`src/rtl/clock_pkg.sv`:
```
// Shared mode encodings and default cycle constants for the clock-setting logic.
package clock_pkg;

  typedef enum logic [1:0] {
    RUN     = 2'd0,
    SET_HR  = 2'd1,
    SET_MIN = 2'd2
  } mode_e;

  localparam int unsigned CLK_HZ_DEF      = 100_000_000;
  localparam int unsigned HOLD_CYC_DEF    = 50_000_000;
  localparam int unsigned REPEAT_CYC_DEF  = 20_000_000;
  localparam int unsigned BLINK_CYC_DEF   = 25_000_000;
  localparam int unsigned TIMEOUT_CYC_DEF = 1_000_000_000;

  function automatic int unsigned maxOf(input int unsigned a, input int unsigned b);
    return (a > b) ? a : b;
  endfunction

endpackage

```
`src/rtl/btn_repeat.sv`:
```
// Button rising-edge detect with hold-then-repeat; pulse is combinational in the edge cycle.
// No backpressure: clear suppresses pulses and drops any hold in progress.
module btn_repeat
  import clock_pkg::*;
#(
  parameter int unsigned HOLD_CYC   = HOLD_CYC_DEF,
  parameter int unsigned REPEAT_CYC = REPEAT_CYC_DEF
) (
  input  logic clk,
  input  logic reset,
  input  logic btn,
  input  logic clear,
  output logic rise,
  output logic pulse
);

  localparam int unsigned CNT_W = $clog2(maxOf(HOLD_CYC, REPEAT_CYC) + 1);
  localparam logic [CNT_W-1:0] HOLD_V = CNT_W'(HOLD_CYC);
  localparam logic [CNT_W-1:0] REP_V  = CNT_W'(REPEAT_CYC);

  logic             btnQ;
  logic             armed;
  logic             holding;
  logic             repeating;
  logic             repeatHit;
  logic [CNT_W-1:0] holdCnt;

  // armed stays low until the button is seen released, so a press held
  // through reset never looks like a fresh edge.
  assign rise      = btn & ~btnQ & armed;
  assign repeatHit = holding & btn & (holdCnt == (repeating ? REP_V : HOLD_V));
  assign pulse     = ~clear & (rise | repeatHit);

  always_ff @(posedge clk or posedge reset) begin
    if (reset) begin
      btnQ      <= 1'b0;
      armed     <= 1'b0;
      holding   <= 1'b0;
      repeating <= 1'b0;
      holdCnt   <= '0;
    end else begin
      btnQ  <= btn;
      armed <= armed | ~btn;
      if (clear || !btn) begin
        holding   <= 1'b0;
        repeating <= 1'b0;
        holdCnt   <= '0;
      end else if (rise || repeatHit) begin
        holding   <= 1'b1;
        repeating <= repeatHit;
        holdCnt   <= CNT_W'(1);
      end else if (holding && holdCnt != '1) begin
        holdCnt <= holdCnt + CNT_W'(1);
      end
    end
  end

endmodule

```
`src/rtl/time_set_ctrl.sv`:
```
// Clock set-mode controller: mode FSM, hour/minute increment pulses, digit blink, idle timeout.
// Outputs are registered one cycle after the qualifying button edge; no backpressure.
module time_set_ctrl
  import clock_pkg::*;
#(
  parameter int unsigned CLK_HZ      = CLK_HZ_DEF,
  parameter int unsigned HOLD_CYC    = HOLD_CYC_DEF,
  parameter int unsigned REPEAT_CYC  = REPEAT_CYC_DEF,
  parameter int unsigned BLINK_CYC   = BLINK_CYC_DEF,
  parameter int unsigned TIMEOUT_CYC = TIMEOUT_CYC_DEF
) (
  input  logic       clk,
  input  logic       reset,
  input  logic       run_en,
  input  logic       btn_mode,
  input  logic       btn_up,
  output logic       clk_en,
  output logic       hrup,
  output logic       minup,
  output logic       blank_hr,
  output logic       blank_min,
  output logic [1:0] mode
);

  localparam int unsigned IDLE_W  = $clog2(TIMEOUT_CYC + 1);
  localparam int unsigned BLINK_W = $clog2(BLINK_CYC + 1);
  localparam logic [IDLE_W-1:0]  IDLE_LAST  = IDLE_W'(TIMEOUT_CYC - 1);
  localparam logic [BLINK_W-1:0] BLINK_LAST = BLINK_W'(BLINK_CYC - 1);

  if (CLK_HZ == 0 || BLINK_CYC == 0 || TIMEOUT_CYC == 0) begin : gBadParam
    $error("time_set_ctrl: CLK_HZ, BLINK_CYC and TIMEOUT_CYC must be non-zero");
  end

  mode_e               state;
  mode_e               stateNext;
  logic                modeQ;
  logic                modeArmed;
  logic                modeRise;
  logic                setMode;
  logic                upClear;
  logic                upRise;
  logic                upPulse;
  logic                incEvent;
  logic                activity;
  logic                timeout;
  logic                blinkRestart;
  logic                blinkOff;
  logic [IDLE_W-1:0]   idleCnt;
  logic [BLINK_W-1:0]  blinkCnt;

  assign modeRise = btn_mode & ~modeQ & modeArmed;
  assign setMode  = (state == SET_HR) || (state == SET_MIN);

  // A mode press wins over any increment in the same cycle and drops the hold.
  assign upClear = modeRise | ~setMode;

  btn_repeat #(
    .HOLD_CYC   (HOLD_CYC),
    .REPEAT_CYC (REPEAT_CYC)
  ) u_upRepeat (
    .clk   (clk),
    .reset (reset),
    .btn   (btn_up),
    .clear (upClear),
    .rise  (upRise),
    .pulse (upPulse)
  );

  assign incEvent     = upPulse & ~(hrup | minup);
  assign activity     = modeRise | upRise | upPulse;
  assign timeout      = setMode & ~activity & (idleCnt == IDLE_LAST);
  assign blinkRestart = (stateNext != state) | incEvent;

  always_comb begin
    stateNext = state;
    case (state)
      RUN:     if (modeRise) stateNext = SET_HR;
      SET_HR:  if (modeRise) stateNext = SET_MIN;
               else if (timeout) stateNext = RUN;
      SET_MIN: if (modeRise || timeout) stateNext = RUN;
      default: stateNext = RUN;
    endcase
  end

  always_ff @(posedge clk or posedge reset) begin
    if (reset) begin
      state     <= RUN;
      modeQ     <= 1'b0;
      modeArmed <= 1'b0;
      hrup      <= 1'b0;
      minup     <= 1'b0;
      clk_en    <= 1'b0;
      idleCnt   <= '0;
      blinkCnt  <= '0;
      blinkOff  <= 1'b0;
    end else begin
      state     <= stateNext;
      modeQ     <= btn_mode;
      modeArmed <= modeArmed | ~btn_mode;
      hrup      <= incEvent & (state == SET_HR);
      minup     <= incEvent & (state == SET_MIN);
      clk_en    <= run_en & (state == RUN);

      if (activity || !setMode) begin
        idleCnt <= '0;
      end else if (idleCnt != '1) begin
        idleCnt <= idleCnt + IDLE_W'(1);
      end

      if (blinkRestart) begin
        blinkCnt <= '0;
        blinkOff <= 1'b0;
      end else if (blinkCnt == BLINK_LAST) begin
        blinkCnt <= '0;
        blinkOff <= ~blinkOff;
      end else begin
        blinkCnt <= blinkCnt + BLINK_W'(1);
      end
    end
  end

  assign mode      = state;
  assign blank_hr  = (state == SET_HR) & blinkOff;
  assign blank_min = (state == SET_MIN) & blinkOff;

endmodule

```
`config.mk`:
```
export PLATFORM = sky130hd
export DESIGN_NAME = time_set_ctrl
export DESIGN_NICKNAME = d
export VERILOG_FILES = /design/src/rtl/clock_pkg.sv /design/src/rtl/btn_repeat.sv /design/src/rtl/time_set_ctrl.sv
export SDC_FILE = /design/constraint.sdc
export NUM_CORES = 1
export LEC_CHECK = 0
export ABC_AREA = 1
export CAP_MARGIN = 20
export CORE_MARGIN = 4
export CORE_UTILIZATION = 63
export DETAILED_ROUTE_END_ITERATION = 7
export HOLD_SLACK_MARGIN = 0.02
export PLACE_DENSITY_LB_ADDON = 0.12
export SLEW_MARGIN = 20
export SYNTH_ARGS = -nofsm -noshare
export SYNTH_HDL_FRONTEND = slang
export SYNTH_SLANG_ARGS = --single-unit
```
`constraint.sdc`:
```
create_clock -name clk -period 3.65 [get_ports clk]
set_clock_uncertainty 0.1 [all_clocks]
set_input_delay 0.9125 -clock clk [delete_from_list [all_inputs] [get_ports clk]]
set_output_delay 0.9125 -clock clk [all_outputs]
set_load 0.02 [all_outputs]
```
Yosys cells after proc, flatten, opt, wreduce, memory -nomap -nowiden --
Index checks and enable logic that the tools add are counted.
Cells by class: add/sub/neg operators 3, bitwise operators 32, muxes and demuxes 19, reduce and logical (&&, ||, !) cells 13, eq/ne operators 8
Operator list (count):
- two-way mux 26 bit | 4
- two-way mux 30 bit | 2
- two-way mux 25 bit | 2
- adder 30 x 1 -> 30 bit, second input constant | 1
- equality test 30 bit, second input constant | 1
- != test 30 bit, second input constant | 1
- adder 26 x 1 -> 26 bit, second input constant | 1
- equality test 26 bit | 1
- != test 26 bit, second input constant | 1
- adder 25 x 1 -> 25 bit, second input constant | 1
- equality test 25 bit, second input constant | 1
- AND 1 bit | 15
- NOT 1 bit | 9
- two-way mux 2 bit | 4
- OR 1 bit | 8
- two-way mux 1 bit | 6
- one-hot mux 2 bit (3 select lines) | 1
- nonzero test 2 bit | 3
- logical OR 1 bit | 5
- nonzero test 3 bit | 1
- equality test 2 x 1 -> 1 bit, second input constant | 1
- equality test 2 bit, second input constant | 1
- logical NOT 1 bit | 2
- logical NOT 2 bit | 1
- 2 further kinds | 2
Word-level totals: bits of input ports 5, output and inout port bits 7, flip-flop bits (word level) 93

Longest topological paths before layout --
depth in word-level cells 16, gate-level depth with buffers 17, gate-level depth less buffers 16

Hierarchy --
A second synthesis with hierarchy kept.
Second synthesis, totals: cell total of the unflattened synthesis 845, area total of the unflattened synthesis 6017.0 µm²
By module, submodules not included:
- time_set_ctrl | instances 1, cells each 551, area an instance 4008.8 µm², seq. area each 1576.5 µm²
- btn_repeat | instances 1, cells each 294, area an instance 2008.2 µm², seq. area each 750.7 µm²

Least setup slack after synthesis --
Ideal clock, no wire load.
path type input-to-reg, start input port btn_mode, end register u_upRepeat.holdCnt[21], path slack 1.328 ns, data arrival time 2.103 ns, path buffers 0, stages 13, setup time 0.119 ns, cells stage by stage inv_1 nor3_4 nor2_1 inv_1 nor2_1 inv_1 nor2_1 nand2_4 nand2_4 nor2_4 nand2_1 a21oi_1 o21a_1
Between the ends: word-level cells in the longest chain between the ends 5, elaborated cells between the ends (all ways) 6, those cells by class mux (1); bitwise (3); reduce/logical (2)
RTL lines:
- from (decl) | RTL line time_set_ctrl.sv:15 | input logic btn_mode,
- AND 1 bit * (2 in a row) | RTL line time_set_ctrl.sv:51 | assign modeRise = btn_mode & ~modeQ & modeArmed;
- OR 1 bit * | RTL line time_set_ctrl.sv:55 | assign upClear = modeRise | ~setMode;
- logical OR 1 bit * | RTL line btn_repeat.sv:44 | if (clear || !btn) begin
- nonzero test 3 bit (no source line) / two-way mux 26 bit (equally long branches)
- to (signal assigned) | RTL line btn_repeat.sv:53 | holdCnt <= holdCnt + CNT_W'(1);
- to (decl) | RTL line btn_repeat.sv:26 | logic [CNT_W-1:0] holdCnt;
Mark *: on every way between the ends. The rest lies on a longest branch, timed or not. A chain may end at the register's enable or synchronous reset.

Final worst setup path --
start register state[1], in the netlist mode[1], end output port blank_hr
Between the ends: word-level cells in the longest chain between the ends 2
RTL lines:
- from (decl) | RTL line time_set_ctrl.sv:34 | mode_e state;
- from (signal assigned) | RTL line time_set_ctrl.sv:97 | state <= stateNext;
- equality test 2 x 1 -> 1 bit | RTL line time_set_ctrl.sv:123 | assign blank_hr = (state == SET_HR) & blinkOff;
- AND 1 bit | RTL line time_set_ctrl.sv:123
- to (decl) | RTL line time_set_ctrl.sv:20 | output logic blank_hr,
Every way passes these cells.

==> qor.yml <==
netlist_instances: 738
rsz0062_at_grt: "false"
hpwlAfterDp_um: 8652
drive_above_1_share_pct: 10.04
holdBufCountCts: 0
cts_tree: "yes"
clk_pin_slew_ns: 0.09
vias_per_cell: 5.508
start_util_pct: 64.39
p_sw_share_pct: 36.84
synth_seq_cells: 93
grt_pass1_wl_um: 20590
crit_arrival_ns: 1.91
crit_path_max_fanout: 7
yosysMostFrequentCell: "nand2_1"
max_stage_delay_ns: 0.59
finalCritPeriodShare_pct: 80.01
place_area_um2: 5772
drtPass1Iterations: 5
ys_warn_count: 0
outcome: "finished clean"
synth_ff_type: "dfrtp_1"
pre_cts_slack_ns: 0.4373
layout.nets: 765
ys_types: 43
cts_max_level: 3
synth_top_area_cell: "dfrtp_1"
die_area_um2: 10390
drt_iter0_drc: 319
p_leak_uw: 0.002453
detail-route-antenna-nets: 0
internal_power_uw: 1566
end_kind: "output pin"
cts_setup_buffers: 0
numClockSinks: 93
hold_viol_final: 0
clock.fmax_mhz: 342.4
grt_max_degree: 52
critPathRequiredTime_ns: 2.64
cp_slowest_cell: "clkdlybuf4s50_1"
whs_ns: 0.3803
diodes: 0
path_cells: "inv_1, ha_1, nand2_1, inv_1, clkdlybuf4s50_1"
p_switching_uw: 913.3
die_w_um: 101.9
seq_power_share_pct: 44.9
cts_root_buf: "clkbuf_8"
startpoint_type: "register"
power.density_nw_per_um2: 414.8
io_pins: 12
gp_congestion: 0.9536
wirelength_um: 11770
hp-class: "register to register"
synth_common_cells: "nand2_1 (149), inv_1 (103), nor2_1 (97)"
slew_headroom_pct: 50.51
die_h_um: 101.9
synth_edf_count: 0
critical_path_class: "register to output pin"
path_buf_inv: 3
maxCapViolations: 0
vias: 4764
avgSynthCellArea_um2: 7.534
drv_slew: 0
grt_use_total_pct: 24.54
async_flop_share_pct: 100.0
netlist_top_cells_area: "dfrtp_1 (42%), nand2_1 (10%), inv_1 (7.0%)"
cts.path.max_buffers: 2
setup_slack_ns: 0.7296
path_delay_family: "buffers and inverters"
antenna_found_initial: 0
syn_to_final_growth_pct: 7.516
overflow: 0
ir_drop_uv: 306.2
synth_seq_area_share_pct: 41.85
cp_common_cell: "inv_1"
clock_latency_ns: 0.36
comb_power_share_pct: 26.2
synth_top_area_share_pct: 41.85
p_clk_share_pct: 28.9
synth_area_um2: 5560
portBuffers: 11
tightest_slew_ns: 0.7416
syn_nets: 751
num_rows: 34
core_um2: 8636
r2r_slack_ns: 1.07
drt-wirelength-per-cell_um: 13.61
grt_pass1_vias: 4521
utilization_pct: 69.23
finalSetupTns_ns: 0
cts-buffers-inserted: 9
period_minus_slack_ns: 2.920
setup_viol: 0
cts_resized: 0
drc: 0
design_area_um2: 5978
==> layer usage <==
metal,global-route usage (%),vias to the layer above,part of all wire [%]
met5,0,-,0
met4,7.366,0,1.7
met3,5.188,26,6.4
met2,36.82,151,44
met1,36.04,2183,48
li1,-,2404,-
==> cells by family after synthesis <==
family / count (synthesis) / synth area share (%)
buffers and inverters: 120 / 8.641
adder cells (fa/ha/maj): 8 / 1.800
XOR/XNOR: 29 / 4.568
flip-flops: 93 / 41.85
AND/OR/NAND/NOR: 419 / 36.00
AO/OA/AOI/OAI: 69 / 7.134
==> cell type report <==
| type | count | area [um^2] |
|---|---|---|
| multi-input combinational | 525 | 2753 |
| fill | 722 | 2658 |
| sequential | 93 | 2327 |
| inverter | 109 | 411.6 |
| timing repair buffer | 14 | 145.1 |
| tap | 108 | 135.1 |
| clock buffer | 9 | 123.9 |
| clock inverter | 7 | 82.58 |
==> cells in the final DEF (no fill, tap or decap), types with 8 or more instances in the layout <==
cell             netlist  routed
xor2_1                24      24
nor2_2                23      23
inv_1                103     102
dfrtp_1               93      93
nand4_1               18      18
nand2_1              149     149
o21ai_0               30      30
a21oi_1               22      22
clkbuf_8               0       9
clkdlybuf4s50_1        0      11
nand3_1               52      52
nor3_1                34      34
ha_1                   8       8
nor2_1                97      97
nor4_1                14      14
==> sequential cells by signal, summed over array words and instances, names as in the netlist <==
| name | flops |
|---|---|
| blinkCnt | 25 |
| minup | 1 |
| u_upRepeat.holding | 1 |
| mode | 2 |
| u_upRepeat.armed | 1 |
| blinkOff | 1 |
| modeQ | 1 |
| u_upRepeat.holdCnt | 26 |
| modeArmed | 1 |
| u_upRepeat.btnQ | 1 |
| hrup | 1 |
| u_upRepeat.repeating | 1 |
| idleCnt | 30 |
| clk_en | 1 |
==> tightest hold or removal path, delay by kind of cell (launching register included) <==
| kind | cells | cell delay, ns |
|---|---|---|
| buf+inv | 1 | 0.07 |
| simple gates | 1 | 0.06 |
| flops | 1 | 0.33 |
==> power by group through the flow <==
stage                     sequential (uW)  combinational (uW)  clock, uW
after floorplan                      1140                 536          0
after global placement               1130                 630          0
after detailed placement             1130                 652          0
after CTS                            1110                 654        732
after global routing                 1120                 732        781
final                                1110                 649        717
==> final timing paths <==
| path | cells after the start | endpoint | startpoint |
|---|---|---|---|
| max | 5 | blank_hr | mode[1]$_DFF_PP0_ |
| min reg2reg | 2 | modeArmed$_DFF_PP0_ | modeArmed$_DFF_PP0_ |
| min in group asynchronous | 2 | blinkCnt[2]$_DFF_PP0_ | reset |
| max in group asynchronous | 3 | idleCnt[29]$_DFFE_PP0P_ | reset |
| max reg2reg | 11 | u_upRepeat.holdCnt[2]$_DFFE_PP0P_ | mode[0]$_DFF_PP0_ |
| min | 2 | modeArmed$_DFF_PP0_ | modeArmed$_DFF_PP0_ |
==> metrics by stage <==
step           total power, uW  cells
4_1_cts                   2499    865
3_5_place_dp              1785    849
2_1_floorplan             1677    738
3_3_place_gp              1761    849
6_report                  2480    865
5_1_grt                   2633    865
Note: power is estimated with default switching activity, not from simulation.
